<file path="src/rtl/master_control_fsm.sv">
// Entry-code controller for the LED sequencer: it debounces four buttons, checks the R-L-U-D code, launches the sequencer and watches it.
// Optional per-press entry timeout: define MASTER_ENTRY_TIMEOUT_EN to enable it.
module master_control_fsm #(
    parameter int DEBOUNCE_CYCLES = 1000000,
    parameter int MAX_ATTEMPTS    = 3,
    parameter int LOCKOUT_CYCLES  = 500000000,
    parameter int ACK_TIMEOUT     = 16,
    parameter int FINAL_LED_STATE = 8,
    parameter int ENTRY_TIMEOUT   = 500000000
) (
    input  logic       CLK,
    input  logic       RESET,
    input  logic       BTN_R,
    input  logic       BTN_L,
    input  logic       BTN_U,
    input  logic       BTN_D,
    input  logic [3:0] LED_STATE_IN,
    output logic [1:0] MASTER_CONTROL,
    output logic [3:0] MASTER_STATE_OUT,
    output logic       BUSY
);

    localparam logic [3:0] S_IDLE    = 4'd0;
    localparam logic [3:0] S_GOT_R   = 4'd1;
    localparam logic [3:0] S_GOT_L   = 4'd2;
    localparam logic [3:0] S_GOT_U   = 4'd3;
    localparam logic [3:0] S_LAUNCH  = 4'd4;
    localparam logic [3:0] S_MONITOR = 4'd5;
    localparam logic [3:0] S_DONE    = 4'd6;
    localparam logic [3:0] S_LOCKOUT = 4'd7;
    localparam logic [3:0] S_ERROR   = 4'd8;

    localparam int DEB_W  = $clog2(DEBOUNCE_CYCLES + 1);
    localparam int ATT_W  = $clog2(MAX_ATTEMPTS + 1);
    localparam int ACK_W  = $clog2(ACK_TIMEOUT + 1);
    localparam int LOCK_W = $clog2(LOCKOUT_CYCLES + 1);

    localparam logic [DEB_W-1:0]  DEB_MAX   = DEB_W'(DEBOUNCE_CYCLES);
    localparam logic [ATT_W-1:0]  ATT_MAX   = ATT_W'(MAX_ATTEMPTS);
    localparam logic [ATT_W-1:0]  ATT_LAST  = ATT_W'(MAX_ATTEMPTS - 1);
    localparam logic [ACK_W-1:0]  ACK_LAST  = ACK_W'(ACK_TIMEOUT - 1);
    localparam logic [LOCK_W-1:0] LOCK_LAST = LOCK_W'(LOCKOUT_CYCLES - 1);
    localparam logic [3:0]        FINAL_ST  = 4'(FINAL_LED_STATE);

    // Bit order {D, U, L, R}; one-hot values are the code symbols.
    localparam logic [3:0] P_R = 4'b0001;
    localparam logic [3:0] P_L = 4'b0010;
    localparam logic [3:0] P_U = 4'b0100;
    localparam logic [3:0] P_D = 4'b1000;

    logic [3:0] btn_raw;
    logic [3:0] press_pulse;

    assign btn_raw = {BTN_D, BTN_U, BTN_L, BTN_R};

    generate
        for (genvar gi = 0; gi < 4; gi++) begin : g_btn
            logic             sync1_q, sync2_q, press_q, press_d;
            logic [DEB_W-1:0] cnt_q, cnt_d;

            // The count saturates at DEB_MAX, so a held button fires only once.
            always_comb begin
                cnt_d   = '0;
                press_d = 1'b0;
                if (sync2_q) begin
                    cnt_d   = (cnt_q == DEB_MAX) ? cnt_q : cnt_q + 1'b1;
                    press_d = (cnt_q == DEB_MAX - 1'b1);
                end
            end

            always_ff @(posedge CLK) begin
                if (RESET) begin
                    sync1_q <= 1'b0;
                    sync2_q <= 1'b0;
                    cnt_q   <= '0;
                    press_q <= 1'b0;
                end else begin
                    sync1_q <= btn_raw[gi];
                    sync2_q <= sync1_q;
                    cnt_q   <= cnt_d;
                    press_q <= press_d;
                end
            end

            assign press_pulse[gi] = press_q;
        end
    endgenerate

    logic [3:0]        state_q, state_d;
    logic [ATT_W-1:0]  att_q, att_d;
    logic [ACK_W-1:0]  ack_q, ack_d;
    logic [LOCK_W-1:0] lock_q, lock_d;
    logic [1:0]        ctrl_q, ctrl_d;
    logic              busy_q, busy_d;
    logic [3:0]        expect_press;
    logic [3:0]        next_code_state;

`ifdef MASTER_ENTRY_TIMEOUT_EN
    localparam int ENT_W = $clog2(ENTRY_TIMEOUT + 1);
    localparam logic [ENT_W-1:0] ENT_LAST = ENT_W'(ENTRY_TIMEOUT - 1);
    logic [ENT_W-1:0] entry_q, entry_d;
`endif

    always_comb begin
        expect_press    = P_R;
        next_code_state = S_GOT_R;
        case (state_q)
            S_GOT_R: begin expect_press = P_L; next_code_state = S_GOT_L;  end
            S_GOT_L: begin expect_press = P_U; next_code_state = S_GOT_U;  end
            S_GOT_U: begin expect_press = P_D; next_code_state = S_LAUNCH; end
            default: begin expect_press = P_R; next_code_state = S_GOT_R;  end
        endcase
    end

    always_comb begin
        state_d = state_q;
        att_d   = att_q;
        ack_d   = ack_q;
        lock_d  = lock_q;
`ifdef MASTER_ENTRY_TIMEOUT_EN
        entry_d = entry_q;
`endif
        case (state_q)
            S_IDLE, S_GOT_R, S_GOT_L, S_GOT_U: begin
                if (|press_pulse) begin
`ifdef MASTER_ENTRY_TIMEOUT_EN
                    entry_d = '0;
`endif
                    if (press_pulse == expect_press) begin
                        state_d = next_code_state;
                        if (state_q == S_GOT_U) begin
                            att_d = '0;
                            ack_d = '0;
                        end
                    end else begin
                        // Simultaneous pulses fall through here as one wrong press.
                        att_d = (att_q == ATT_MAX) ? att_q : att_q + 1'b1;
                        if (att_q == ATT_LAST) begin
                            state_d = S_LOCKOUT;
                            lock_d  = '0;
                        end else begin
                            state_d = S_IDLE;
                        end
                    end
                end
`ifdef MASTER_ENTRY_TIMEOUT_EN
                else if (state_q != S_IDLE) begin
                    if (entry_q == ENT_LAST) begin
                        state_d = S_IDLE;
                        entry_d = '0;
                    end else begin
                        entry_d = entry_q + 1'b1;
                    end
                end
`endif
            end
            S_LAUNCH: begin
                if (LED_STATE_IN != 4'd0) begin
                    state_d = S_MONITOR;
                end else if (ack_q == ACK_LAST) begin
                    state_d = S_ERROR;
                end else begin
                    ack_d = ack_q + 1'b1;
                end
            end
            S_MONITOR: begin
                if (LED_STATE_IN == FINAL_ST) begin
                    state_d = S_DONE;
                end else if (LED_STATE_IN > FINAL_ST || LED_STATE_IN == 4'd0) begin
                    state_d = S_ERROR;
                end
            end
            S_LOCKOUT: begin
                if (lock_q == LOCK_LAST) begin
                    state_d = S_IDLE;
                    att_d   = '0;
                    lock_d  = '0;
                end else begin
                    lock_d = lock_q + 1'b1;
                end
            end
            S_DONE, S_ERROR: state_d = state_q;
            default:         state_d = S_IDLE;
        endcase
    end

    // Outputs are decoded from the next state so they change with the state register.
    always_comb begin
        ctrl_d = 2'b00;
        busy_d = 1'b0;
        case (state_d)
            S_GOT_R, S_GOT_L, S_GOT_U: ctrl_d = 2'b01;
            S_LAUNCH, S_MONITOR: begin
                ctrl_d = 2'b11;
                busy_d = 1'b1;
            end
            S_LOCKOUT, S_ERROR: ctrl_d = 2'b10;
            default: ctrl_d = 2'b00;
        endcase
    end

    always_ff @(posedge CLK) begin
        if (RESET) begin
            state_q <= S_IDLE;
            att_q   <= '0;
            ack_q   <= '0;
            lock_q  <= '0;
            ctrl_q  <= 2'b00;
            busy_q  <= 1'b0;
`ifdef MASTER_ENTRY_TIMEOUT_EN
            entry_q <= '0;
`endif
        end else begin
            state_q <= state_d;
            att_q   <= att_d;
            ack_q   <= ack_d;
            lock_q  <= lock_d;
            ctrl_q  <= ctrl_d;
            busy_q  <= busy_d;
`ifdef MASTER_ENTRY_TIMEOUT_EN
            entry_q <= entry_d;
`endif
        end
    end

    assign MASTER_CONTROL   = ctrl_q;
    assign MASTER_STATE_OUT = state_q;
    assign BUSY             = busy_q;

endmodule

</file>
<file path="config.mk">
export PLATFORM = sky130hd
export DESIGN_NAME = master_control_fsm
export DESIGN_NICKNAME = d
export VERILOG_FILES = /design/src/rtl/master_control_fsm.sv
export SDC_FILE = /design/constraint.sdc
export NUM_CORES = 1
export LEC_CHECK = 0
export ABC_AREA = 1
export CORE_MARGIN = 10
export CORE_UTILIZATION = 42
export CTS_CLUSTER_SIZE = 20
export DETAILED_ROUTE_END_ITERATION = 6
export GPL_TIMING_DRIVEN = 0
export PLACE_DENSITY_LB_ADDON = 0.2
export SYNTH_ARGS = -nofsm -noshare
export SYNTH_HDL_FRONTEND = slang
export SYNTH_SLANG_ARGS = --single-unit
</file>
<file path="constraint.sdc">
create_clock -name CLK -period 2.5 [get_ports CLK]
set_input_delay 0.25 -clock CLK [delete_from_list [all_inputs] [get_ports CLK]]
set_output_delay 0.25 -clock CLK [all_outputs]
set_load 0.005 [all_outputs]
</file>
## After elaboration in Yosys (flattened, before gate mapping)

Cells that the tools add are included.

- Output and inout bits: 7
- Register bits: 135
- Word-level logic and storage cells: 122

- Add/sub/neg operators: 7
- Bitwise operators: 4
- Muxes and demuxes: 30
- Equal/unequal tests: 39
- Reductions and logical operators: 19
- Magnitude comparators: 1

Operators with widths:

| cell | count |
|---|---|
| $eq 20x20->1 const B | 8 |
| $mux 29 | 4 |
| $add 20x1->20 const B | 4 |
| $pmux 29 s2 | 1 |
| $add 29x1->29 const B | 1 |
| $eq 29x29->1 const B | 1 |
| $eq 4x3->1 const B | 7 |
| $mux 4 | 7 |
| $mux 5 | 5 |
| $pmux 4 s5 | 1 |
| $eq 4x2->1 const B | 4 |
| $ne 2x2->1 const B | 8 |
| $reduce_or 2->1 | 7 |
| $eq 4x4->1 const B | 3 |
| $pmux 4 s3 | 1 |
| $mux 2 | 5 |
| $pmux 5 s2 | 1 |
| $pmux 3 s3 | 1 |
| $eq 4x1->1 const B | 2 |
| $logic_not 4->1 | 2 |
| $reduce_or 4->1 | 2 |
| $ne 3x3->1 const B | 2 |
| $pmux 2 s3 | 1 |
| $reduce_and 6->1 | 1 |
| other kinds (16) | 21 |

## Logic depth before layout (Yosys ltp)

Gate-level depths: netlist of the first run.

- Depth in word-level cells: 9
- Mapped depth: 14

## Least setup slack after synthesis of the first run

No wires, ideal clock.

- Kind: register to register
- From: reg lock_q[0]
- To: reg lock_q[16]
- Arrival: 1.674 ns
- Path slack: 0.689 ns
- Required time: 2.364 ns
- Stages on the path, launching flop included: 10
- Cells stage by stage: dfxtp_1 -> ha_1 -> inv_1 -> nor2_2 -> nand2_1 -> inv_1 -> nand4_1 -> clkbuf_1 -> nand3_1 -> a21oi_2

- Word-level cells in the longest chain between the ends: 3

RTL lines:

| item | RTL line | text |
|---|---|---|
| from (decl) | 92 | `logic [LOCK_W-1:0] lock_q, lock_d;` |
| from (signal assigned) | 217 | `lock_q <= lock_d;` |
| $add 29x1->29 or $eq 29x29->1 (tied branches) | 179, 174 |  |
| $mux 29 * | 174 | `if (lock_q == LOCK_LAST) begin` |
| $pmux 29 s2 * | 123 | `case (state_q)` |

Mark *: on every way between the ends. The rest lies on a longest branch, timed or not.
A chain may end at the register's enable or synchronous reset.

## Worst setup path after layout of the first run

- From: reg lock_q[0]
- To: reg lock_q[18]

The elaborated chain is that of the path after synthesis.

==> summary.txt, run 1 <==
STA
  – RSZ-0062 raised after global routing: no
  – Setup violators final: 0
  – Slew margin rel.: 58.6%
  – Worst hold slack: 225 ps
  – Fmax: 0.438 GHz
  – Final min period: between 2000 and 2500 ps
  – Max Transition Viols Final: 0
  – Fin crit share: about nine tenths
  – Hold Violations, Final: 0
  – Worst-margin pin slew: 621 ps
  – Setup Skew: 10.8 ps

Routing
  – Mean number of vias per cell: 5.08
  – Final wirelength: around 17 mm
  – WL/cell: 12.2 µm
  – Post-route ant nets: 0
  – Number of detailed-route iterations in the first pass: 7
  – Post-route DRC: 0
  – Via count: 6,911
  – Iteration-0 DRC Markers: 401

Die
  – Io pins: 17
  – Die H: 151 µm
  – Die Width: between 150 and 200 µm
  – Initial core utilization: 43.2%
  – Core Region: around 17,000 µm²
  – Die ar.: 22,900 µm²
  – Row cnt: 47

Final layout
  – # fillers: 1,757
  – Design area: between 8000 and 9000 µm²
  – Area of the multi-input gates: 3830 µm²
  – P&R area growth vs syn: 13.8%
  – NumNets Final: roughly 1,200
  – ANT cells: 0
  – Final design utilization: approximately 49%
  – Share of layout cells above drive strength 1: 7.27%
  – Reg area: ~2700 µm²

Yosys
  – Mapped Nets: 1,117
  – Top cells by area, synth: dfxtp_1 (37%), nand2_1 (12%), inv_1 (8.2%)
  – Flops & latches, synth: 135
  – Ys flop type: dfxtp_1
  – Yosys warning total: 0
  – Cell with the most instances after synthesis: nand2_1
  – Synth top area share: 37.4%
  – Mapped Area: 7230 µm²
  – Share of the yosys chip area belonging to registers: ~37%
  – Synth top cells by count: nand2_1 (229), inv_1 (158), dfxtp_1 (135), nor2_1 (131), a21oi_1 (91)
  – Post-synthesis average cell area: 6.61 µm²
  – EDFF count, synth: 0
  – Unique masters post-synth: 41
  – Asr flop ratio synth: 0%
  – Cells after Synth: about 1,100
  – Post-synth top area cell: dfxtp_1

GRT
  – First-pass GRT wire length: between 20 and 30 mm
  – Largest net degree at the start of global routing: 17
  – GRT Total Usage: 14.8%
  – GRT overflow: 0
  – Initial antenna violation count: 0
  – Vias in the first global route: about 6,300

Place
  – Hpwl dp: 12.3 mm
  – Buffers on Ports: 15
  – Placed Area: 7660 µm²
  – Gp weighted congestion: ~0.93

Clocking
  – Clock latency on the worst-skew pair: ~420 ps
  – Clock tree buffer depth: 2
  – CTS tree: done
  – Clock Sinks: roughly 140
  – H-tree depth: 4
  – Root buf cell: clkbuf_16
  – Reg clk slew, reported paths: 60 ps
  – Num CTS Buffers: 17
  – Hold-fix buffers, CTS: 0

Hold path
  – Class of the worst hold path: input pin to register

Setup path
  – Worst Path Buf+Inv: 3
  – Max incr delay on CP: 390 ps
  – Worst-path maximum fanout: 10
  – CP max stage cell: dfxtp_2
  – CP required: between 2000 and 3000 ps
  – CP top delay family: simple AND/OR/NAND/NOR gates
  – CP endpoint kind: register
  – Critical Path, Cell by Cell: ha_2 > inv_1 > nor2_4 > nand2_1 > inv_1 > nand4_1 > clkbuf_2 > nand4_1 > a21oi_1
  – CP Launch Type: register
  – Arrival time of the worst setup path: 2550 ps
  – Type of the worst setup path: register to register

Status
  – Outcome: completed

Power and ir drop
  – Worst VDD drop: 0.492 mV
  – Leakage: 2.91 nW
  – Total power draw: 0.00463 W
  – Pwr/cell area: 562 nW/µm²

Job
  – Max-cap check violation count: 0
## worst paths after layout
| kind | startpoint | endpoint | slack (ps) | depth (start not counted) |
|---|---|---|---|---|
| worst max-delay path | lock_q[0]$_SDFFE_PP0P_ | lock_q[18]$_SDFFE_PP0P_ | 220 | 9 |
| worst min-delay path | RESET | lock_q[2]$_SDFFE_PP0P_ | 220 | 2 |
| worst max register to register | lock_q[0]$_SDFFE_PP0P_ | lock_q[18]$_SDFFE_PP0P_ | 220 | 9 |
| worst min register to register | g_btn[0].sync1_q$_SDFF_PP0_ | g_btn[0].sync2_q$_SDFF_PP0_ | 400 | 2 |
## flip-flops by register name (all words and copies together) (netlist names), 2 cells and up
| name | count |
|---|---|
| g_btn.sync2_q | 4 |
| att_q | 2 |
| ack_q | 5 |
| g_btn.press_q | 4 |
| lock_q | 29 |
| MASTER_CONTROL | 2 |
| g_btn.cnt_q | 80 |
| g_btn.sync1_q | 4 |
| MASTER_STATE_OUT | 4 |
## metal layers
metal	up-vias	wire, µm	global-route usage, %
met5	-	0	0
met4	0	181	5.00
met2	120	7800	24.2
met1	3118	7920	18.9
li1	3660	-	-
met3	13	699	3.25
## per-stage QoR
step,instances,worst slack [ps],TNS [ps]
final,1361,217,0
after global routing,1361,59.1,0
after CTS,1361,26.3,0
after detailed placement,1329,-27.9,-102
after global placement,1329,-28.7,-119
after floorplan,1094,689,0
## cells in the final DEF (no fill, tap or decap), types with 13 or more instances in the layout
master,synthesis,routed
a21oi_1,91,91
clkbuf_1,15,15
clkbuf_16,0,17
clkdlybuf4s50_1,0,15
dfxtp_1,135,134
inv_1,158,158
nand2_1,229,229
nand2_2,13,13
nand3_1,79,79
nand4_1,43,43
nor2_1,131,131
nor3_1,42,42
o21ai_0,59,59
## final cells by class
class                      instances  share of cell area, %
clock buffer                      19                   5.38
sequential                       135                   32.8
inverter                         161                   7.34
multi-input combinational        779                   46.5
tap                              220                   3.34
timing repair buffer              15                   1.82
clock inverter                    13                   1.47
buffer                            19                   1.28
## report_power, final
part	leakage (nW)	total (W)	switching, W	internal, W
logic	1.54	0.0000698	0.0000452	0.0000247
registers	1.09	0.00216	0.00000334	0.00216
clock network	0.275	0.00240	0.000993	0.00140
total	2.91	0.00463	0.00104	0.00359
## timing repair
item / CTS / global route
pin swaps: 0 / 0
setup buffers: 0 / 0
resized for setup: 1 / 3
setup endpoints to repair: 10 / 15
## cells by family after synthesis
family / Yosys count / share of synthesized area [%]
flip-flops: 135 / 37.4
adder cells (fa/ha/maj): 13 / 2.25
AND/OR/NAND/NOR: 577 / 35.7
buffers and inverters: 180 / 9.79
XOR/XNOR: 11 / 1.33
AO/OA/AOI/OAI: 178 / 13.5
Power figures use the tool's default switching activity.
==> run 2: changes to the inputs <==
--- a/config.mk
+++ b/config.mk
@@ -7,7 +7,7 @@
 export LEC_CHECK = 0
 export ABC_AREA = 1
 export CORE_MARGIN = 10
-export CORE_UTILIZATION = 42
+export CORE_UTILIZATION = 30
 export CTS_CLUSTER_SIZE = 20
 export DETAILED_ROUTE_END_ITERATION = 6
 export GPL_TIMING_DRIVEN = 0
==> run 2 against run 1 <==
Effect of this change:
- critical path depth increased by 3
- routed wire length up 4.7%
- largest power group unchanged
- die area rose by 34%
- highest routed layer unchanged
- largest cell class unchanged
- worst setup slack improved by 81 ps
==> summary.txt, run 2 (same netlist as run 1, synthesis figures left out) <==
STA
  – Slew margin rel.: 57.9% (-0.69 points)
  – RSZ-0062 raised after global routing: no
  – Fmax: 0.454 GHz (+3.7%)
  – Worst-margin pin slew: 632 ps (+10.4 ps)
  – Hold Violations, Final: 0 (unchanged)
  – Setup violators final: 0 (unchanged)
  – Final min period: 2200 ps (-80.8 ps)
  – Setup TNS: 0 ps (unchanged)
  – Setup Skew: 12.2 ps (+1.38 ps)
  – Max Transition Viols Final: 0 (unchanged)
  – Fin crit share: 88.1% (-3.2 points)

GRT
  – Initial antenna violation count: 0 (unchanged)
  – GR Util met1: 15.3% (-3.6 points)
  – GRT Total Usage: 11.6% (-3.3 points)
  – Vias in the first global route: 6,243 (-1.2%)
  – Largest net degree at the start of global routing: 17 (unchanged)
  – Met2 usage: 18.3% (-5.9 points)
  – GRT met3 Usage: 3.05% (-0.21 points)
  – First-pass GRT wire length: 29.9 mm (+6.0%)
  – GR peak layer: met2
  – GRT overflow: 0 (unchanged)

Final layout
  – Most flops, register: g_btn.cnt_q
  – NumNets Final: 1,154 (+0.26%)
  – Share of layout cells above drive strength 1: 7.60% (+0.33 points)
  – Commonest non-fill, non-tap cell in the layout: nand2_1
  – Most frequent cells in the layout: nand2_1 (229), inv_1 (158), dfxtp_1 (134), nor2_1 (131), a21oi_1 (91)
  – Biggest regs: g_btn.cnt_q (80), lock_q (29), ack_q (5)
  – Number of flip-flops in the largest register: 80 (unchanged)
  – Design area: 8410 µm² (+2.1%)
  – P&R area growth vs syn: 16.2%
  – ANT cells: 0 (unchanged)

Die
  – Die H: 175 µm (+16%)
  – Die Width: 175 µm (+16%)
  – Io pins: 17 (unchanged)
  – Die ar.: 30,700 µm² (+34%)
  – Row cnt: 56 (+19%)
  – Core Region: 23,600 µm² (+41%)
  – Initial core utilization: 30.6% (-13 points)

Status
  – Outcome: completed

Setup path
  – Type of the worst setup path: register to register
  – CP required: 2820 ps (+50 ps)
  – CP Launch Type: register
  – Worst-path maximum fanout: 6 (-4)
  – Arrival time of the worst setup path: 2520 ps (-30 ps)
  – CP endpoint kind: register

Clocking
  – CTS tree: done
  – Clock latency on the worst-skew pair: 430 ps (about the same)
  – Clock Sinks: 135 (unchanged)
  – Reg clk slew, reported paths: 60 ps (about the same)
  – Root buf cell: clkbuf_16
  – H-tree depth: 4 (unchanged)
  – Num CTS Buffers: 17 (unchanged)
  – Clock tree buffer depth: 2 (unchanged)
  – Hold-fix buffers, CTS: 0 (unchanged)

Place
  – Buffers on Ports: 15 (unchanged)
  – Hpwl dp: 12.9 mm (+5.4%)
  – Placed Area: 7780 µm² (+1.6%)
  – Gp weighted congestion: 0.850 (-9.0%)

Power and ir drop
  – Worst VDD drop: 0.267 mV (-46%)
  – Pwr/cell area: 569 nW/µm² (+1.1%)
  – Leakage: 2.93 nW (+0.96%)

Routing
  – Via count: 6,841 (-1.0%)
  – Post-route ant nets: 0 (unchanged)
  – Post-route DRC: 0 (unchanged)
  – WL/cell: 11.9 µm (-2.6%)
  – Iteration-0 DRC Markers: 414 (+3.2%)
  – Final wirelength: 17.4 mm (+4.7%)
  – Mean number of vias per cell: 4.68 (-7.9%)
  – Number of detailed-route iterations in the first pass: 5 (-2)

Hold path
  – Class of the worst hold path: input pin to register

Job
  – Max-cap check violation count: 0 (unchanged)
[run 2: cell count changes in the layout (fill, tap and decap cells not counted), sizes merged]
cell / delta
clkbuf: -1
inv: +4
clkinvlp: -1
clkinv: -2
buf: +3
[run 2: power breakdown]
part           switching, W  internal [W]
clock network       0.00111       0.00144
logic             0.0000468     0.0000246
registers        0.00000336       0.00216
[run 2: cell type report]
type | count | area (µm²)
plain buffers | 19 | 108
clock buffers | 18 | 439
clock inverters | 14 | 155
fillers | 2567 | 15200
inverters | 161 | 604
multi-input cells | 779 | 3820
flip-flops and latches | 135 | 2700
well taps | 319 | 399
repair buffers | 18 | 173
[run 2: per-layer routing]
| metal | vias to the layer above | part of all wire (%) |
|---|---|---|
| met5 | - | 0 |
| met4 | 0 | 0.89 |
| met3 | 14 | 3.6 |
| met2 | 105 | 46 |
| met1 | 3059 | 50 |
| li1 | 3663 | - |
[run 2: per-stage QoR]
| step | utilization (%) | total power, W | instances | setup WS, ps | hold slack, ps |
|---|---|---|---|---|---|
| floorplan | - | 0.00225 | 1094 | 689 | 357 |
| global route | 35.6 | 0.00495 | 1463 | 40.2 | 293 |
| CTS | 35.5 | 0.00485 | 1460 | 25.4 | 270 |
| global placement | 33.0 | 0.00228 | 1428 | -72.3 | 399 |
| detailed placement | 33.0 | 0.00228 | 1428 | -87.2 | 392 |
| finish | 35.6 | 0.00478 | 1463 | 298 | 285 |
[run 2: critical path, cell delays in order, from the launching register on]
cell     delay, ps
dfxtp_1        380
ha_2           260
inv_1           90
nor2_2         240
nand2_1        170
nor2_1         130
nand2_1         80
nand2_1        160
nand4_1        100
nor2_1         280
nand2_1         90
nand2_1         70
nand2_1         40
[run 2: timing repair]
item,CTS,global route
hold endpoints to repair,0,0
resized for setup,2,2
pin swaps,0,1
endpoints found under the setup margin,10,15
setup buffers,0,3
[run 2: worst paths after layout]
path	from	end	slack (ps)	cells after the start
worst max-delay path	lock_q[1]$_SDFFE_PP0P_	MASTER_CONTROL[0]$_SDFF_PP0_	300	12
worst max register to register	lock_q[1]$_SDFFE_PP0P_	MASTER_CONTROL[0]$_SDFF_PP0_	300	12
worst min register to register	g_btn[3].sync1_q$_SDFF_PP0_	g_btn[3].sync2_q$_SDFF_PP0_	390	2
worst min-delay path	RESET	lock_q[1]$_SDFFE_PP0P_	290	2
==> run 3: changes to the inputs <==
--- a/config.mk
+++ b/config.mk
@@ -7,7 +7,7 @@
 export LEC_CHECK = 0
 export ABC_AREA = 1
 export CORE_MARGIN = 10
-export CORE_UTILIZATION = 30
+export CORE_UTILIZATION = 62
 export CTS_CLUSTER_SIZE = 20
 export DETAILED_ROUTE_END_ITERATION = 6
 export GPL_TIMING_DRIVEN = 0
==> run 3 against run 2 <==
Effect of this change:
- critical path depth decreased by 3
- sequential power about the same
- via count increased by 2.7%
- routed wire length decreased by 5.6%
- register-to-register slack got worse by 40 ps
- core utilization increased by 36 points
- clock skew decreased by 6.7 ps
- first-iteration DRC count increased by 34%
- clock power decreased by 2%
- die area decreased by 47%
- sequential share of layout area increased by 0.89 points
- highest routed layer unchanged
==> summary.txt, run 3 (same netlist as run 1, synthesis figures left out) <==
STA
  – Final min period: 2250 ps (+44.0 ps)
  – Worst-margin pin slew: 640 ps (+8.32 ps)
  – Fin crit share: 89.8% (+1.8 points)
  – Worst hold slack: 202 ps (-83.2 ps)
  – Setup Skew: 5.50 ps (-6.68 ps)
  – Fmax: 0.445 GHz (-2.0%)
  – Hold Violations, Final: 0 (unchanged)
  – Slew margin rel.: 57.3% (-0.55 points)
  – Setup TNS: 0 ps (unchanged)
  – RSZ-0062 raised after global routing: no
  – Setup violators final: 0 (unchanged)
  – Post-route setup slack: 254 ps (-44.0 ps)
  – Max Transition Viols Final: 0 (unchanged)

Setup path
  – R2R cell count: 9 (-3)
  – CP required: 2780 ps (-40 ps)
  – Worst Path Buf+Inv: 3 (+2)
  – CP Depth: 9 (-3)
  – CP max stage cell: dfxtp_1
  – Arrival time of the worst setup path: 2530 ps (about the same)
  – Max incr delay on CP: 410 ps (+30 ps)
  – CP endpoint kind: register
  – CP top delay family: simple AND/OR/NAND/NOR gates
  – Worst-path maximum fanout: 10 (+4)
  – Setup crit start: lock_q[0]$_SDFFE_PP0P_
  – RR Startpoint: lock_q[0]$_SDFFE_PP0P_
  – Critical Path, Cell by Cell: ha_2 > inv_1 > nor2_4 > nand2_1 > inv_1 > nand4_1 > clkbuf_2 > nand4_1 > a21oi_1
  – R2R setup slack: 250 ps (-40 ps)
  – Type of the worst setup path: register to register
  – Endpoint of the worst-slack reg-to-reg timing path: lock_q[18]$_SDFFE_PP0P_
  – CP Capture Point: lock_q[18]$_SDFFE_PP0P_
  – CP Launch Type: register

Clocking
  – CTS tree: done
  – Hold-fix buffers, CTS: 0 (unchanged)
  – Root buf cell: clkbuf_16
  – Num CTS Buffers: 17 (unchanged)
  – Clock tree buffer depth: 2 (unchanged)
  – Clock latency on the worst-skew pair: 420 ps (about the same)
  – Postcts setup bufs: 0 (unchanged)
  – Reg clk slew, reported paths: 60 ps (about the same)
  – Clock Sinks: 135 (unchanged)
  – H-tree depth: 4 (unchanged)
  – Post-CTS Resized: 0 (-2)

Power and ir drop
  – Worst VDD drop: 0.571 mV (+110%)
  – Pwr/cell area: 580 nW/µm² (+1.9%)
  – Total power draw: 0.00474 W (-0.85%)
  – Leakage: 2.92 nW (-0.51%)

Final layout
  – NumNets Final: 1,151 (-0.26%)
  – P&R area growth vs syn: 13.0%
  – Number of flip-flops in the largest register: 80 (unchanged)
  – Biggest regs: g_btn.cnt_q (80), lock_q (29), ack_q (5)
  – Most flops, register: g_btn.cnt_q
  – Share of layout cells above drive strength 1: 7.36% (-0.24 points)
  – Commonest non-fill, non-tap cell in the layout: nand2_1
  – Final design utilization: 71.6% (+36 points)
  – Most frequent cells in the layout: nand2_1 (229), inv_1 (158), dfxtp_1 (135), nor2_1 (130), a21oi_1 (91)
  – ANT cells: 0 (unchanged)

Job
  – Max-cap check violation count: 0 (unchanged)

Place
  – Gp weighted congestion: 0.947 (+11%)
  – Hpwl dp: 11.7 mm (-9.1%)
  – Pre-CTS setup slack: 80.7 ps (+168 ps)
  – Buffers on Ports: 15 (unchanged)

Status
  – Outcome: completed

Routing
  – Post-route ant nets: 0 (unchanged)
  – Mean number of vias per cell: 5.47 (+17%)
  – WL/cell: 12.8 µm (+7.5%)
  – Via count: 7,027 (+2.7%)
  – Post-route DRC: 0 (unchanged)
  – Iteration-0 DRC Markers: 556 (+34%)
  – Final wirelength: 16.4 mm (-5.6%)
  – Number of detailed-route iterations in the first pass: 5 (unchanged)

GRT
  – GRT overflow: 0 (unchanged)
  – Initial antenna violation count: 0 (unchanged)
  – GRT Total Usage: 20.6% (+9.0 points)
  – Vias in the first global route: 6,322 (+1.3%)
  – Largest net degree at the start of global routing: 17 (unchanged)
  – First-pass GRT wire length: 28.3 mm (-5.6%)

Die
  – Die Width: 128 µm (-27%)
  – Io pins: 17 (unchanged)
  – Die H: 128 µm (-27%)
  – Die ar.: 16,400 µm² (-47%)
  – Core Region: 11,400 µm² (-52%)
  – Row cnt: 39 (-30%)
  – Initial core utilization: 63.3% (+33 points)

Hold path
  – Class of the worst hold path: input pin to register
[run 3: worst min-delay path by stage]
stage | startpoint | end | slack, ps | depth (start not counted)
2_1_floorplan | BTN_R | g_btn[0].sync1_q$_SDFF_PP0_ | 360 | 2
3_3_place_gp | g_btn[0].sync1_q$_SDFF_PP0_ | g_btn[0].sync2_q$_SDFF_PP0_ | 390 | 2
3_5_place_dp | g_btn[1].sync1_q$_SDFF_PP0_ | g_btn[1].sync2_q$_SDFF_PP0_ | 390 | 2
4_1_cts | RESET | lock_q[1]$_SDFFE_PP0P_ | 190 | 2
5_1_grt | RESET | lock_q[1]$_SDFFE_PP0P_ | 200 | 2
6_report | RESET | lock_q[1]$_SDFFE_PP0P_ | 200 | 2
[run 3: area by class of cell]
type                       count  area, µm²
sequential                   135       2700
tap                          143        179
multi-input combinational    779       3830
clock buffer                  21        480
buffer                        19        105
timing repair buffer          15        150
fill                         979       3240
clock inverter                11        123
inverter                     161        604
[run 3: routing by layer]
metal	up-vias	share of wire, %	global-route usage [%]
met5	-	0	0
met4	0	1.9	8.81
met3	30	6.4	6.24
met2	181	46	32.5
met1	3160	46	25.4
li1	3656	-	-
[run 3: through the flow]
stage | cell area [µm²] | cells
after floorplan | 7230 | 1094
after global placement | 7560 | 1252
after detailed placement | 7560 | 1252
after CTS | 8160 | 1284
after global routing | 8180 | 1284
final | 8180 | 1284
[run 3: power by group]
group	internal, W	switching [W]	total (W)
clock network	0.00157	0.000939	0.00251
logic	0.0000247	0.0000465	0.0000712
registers	0.00216	0.00000354	0.00216
total	0.00375	0.000989	0.00474
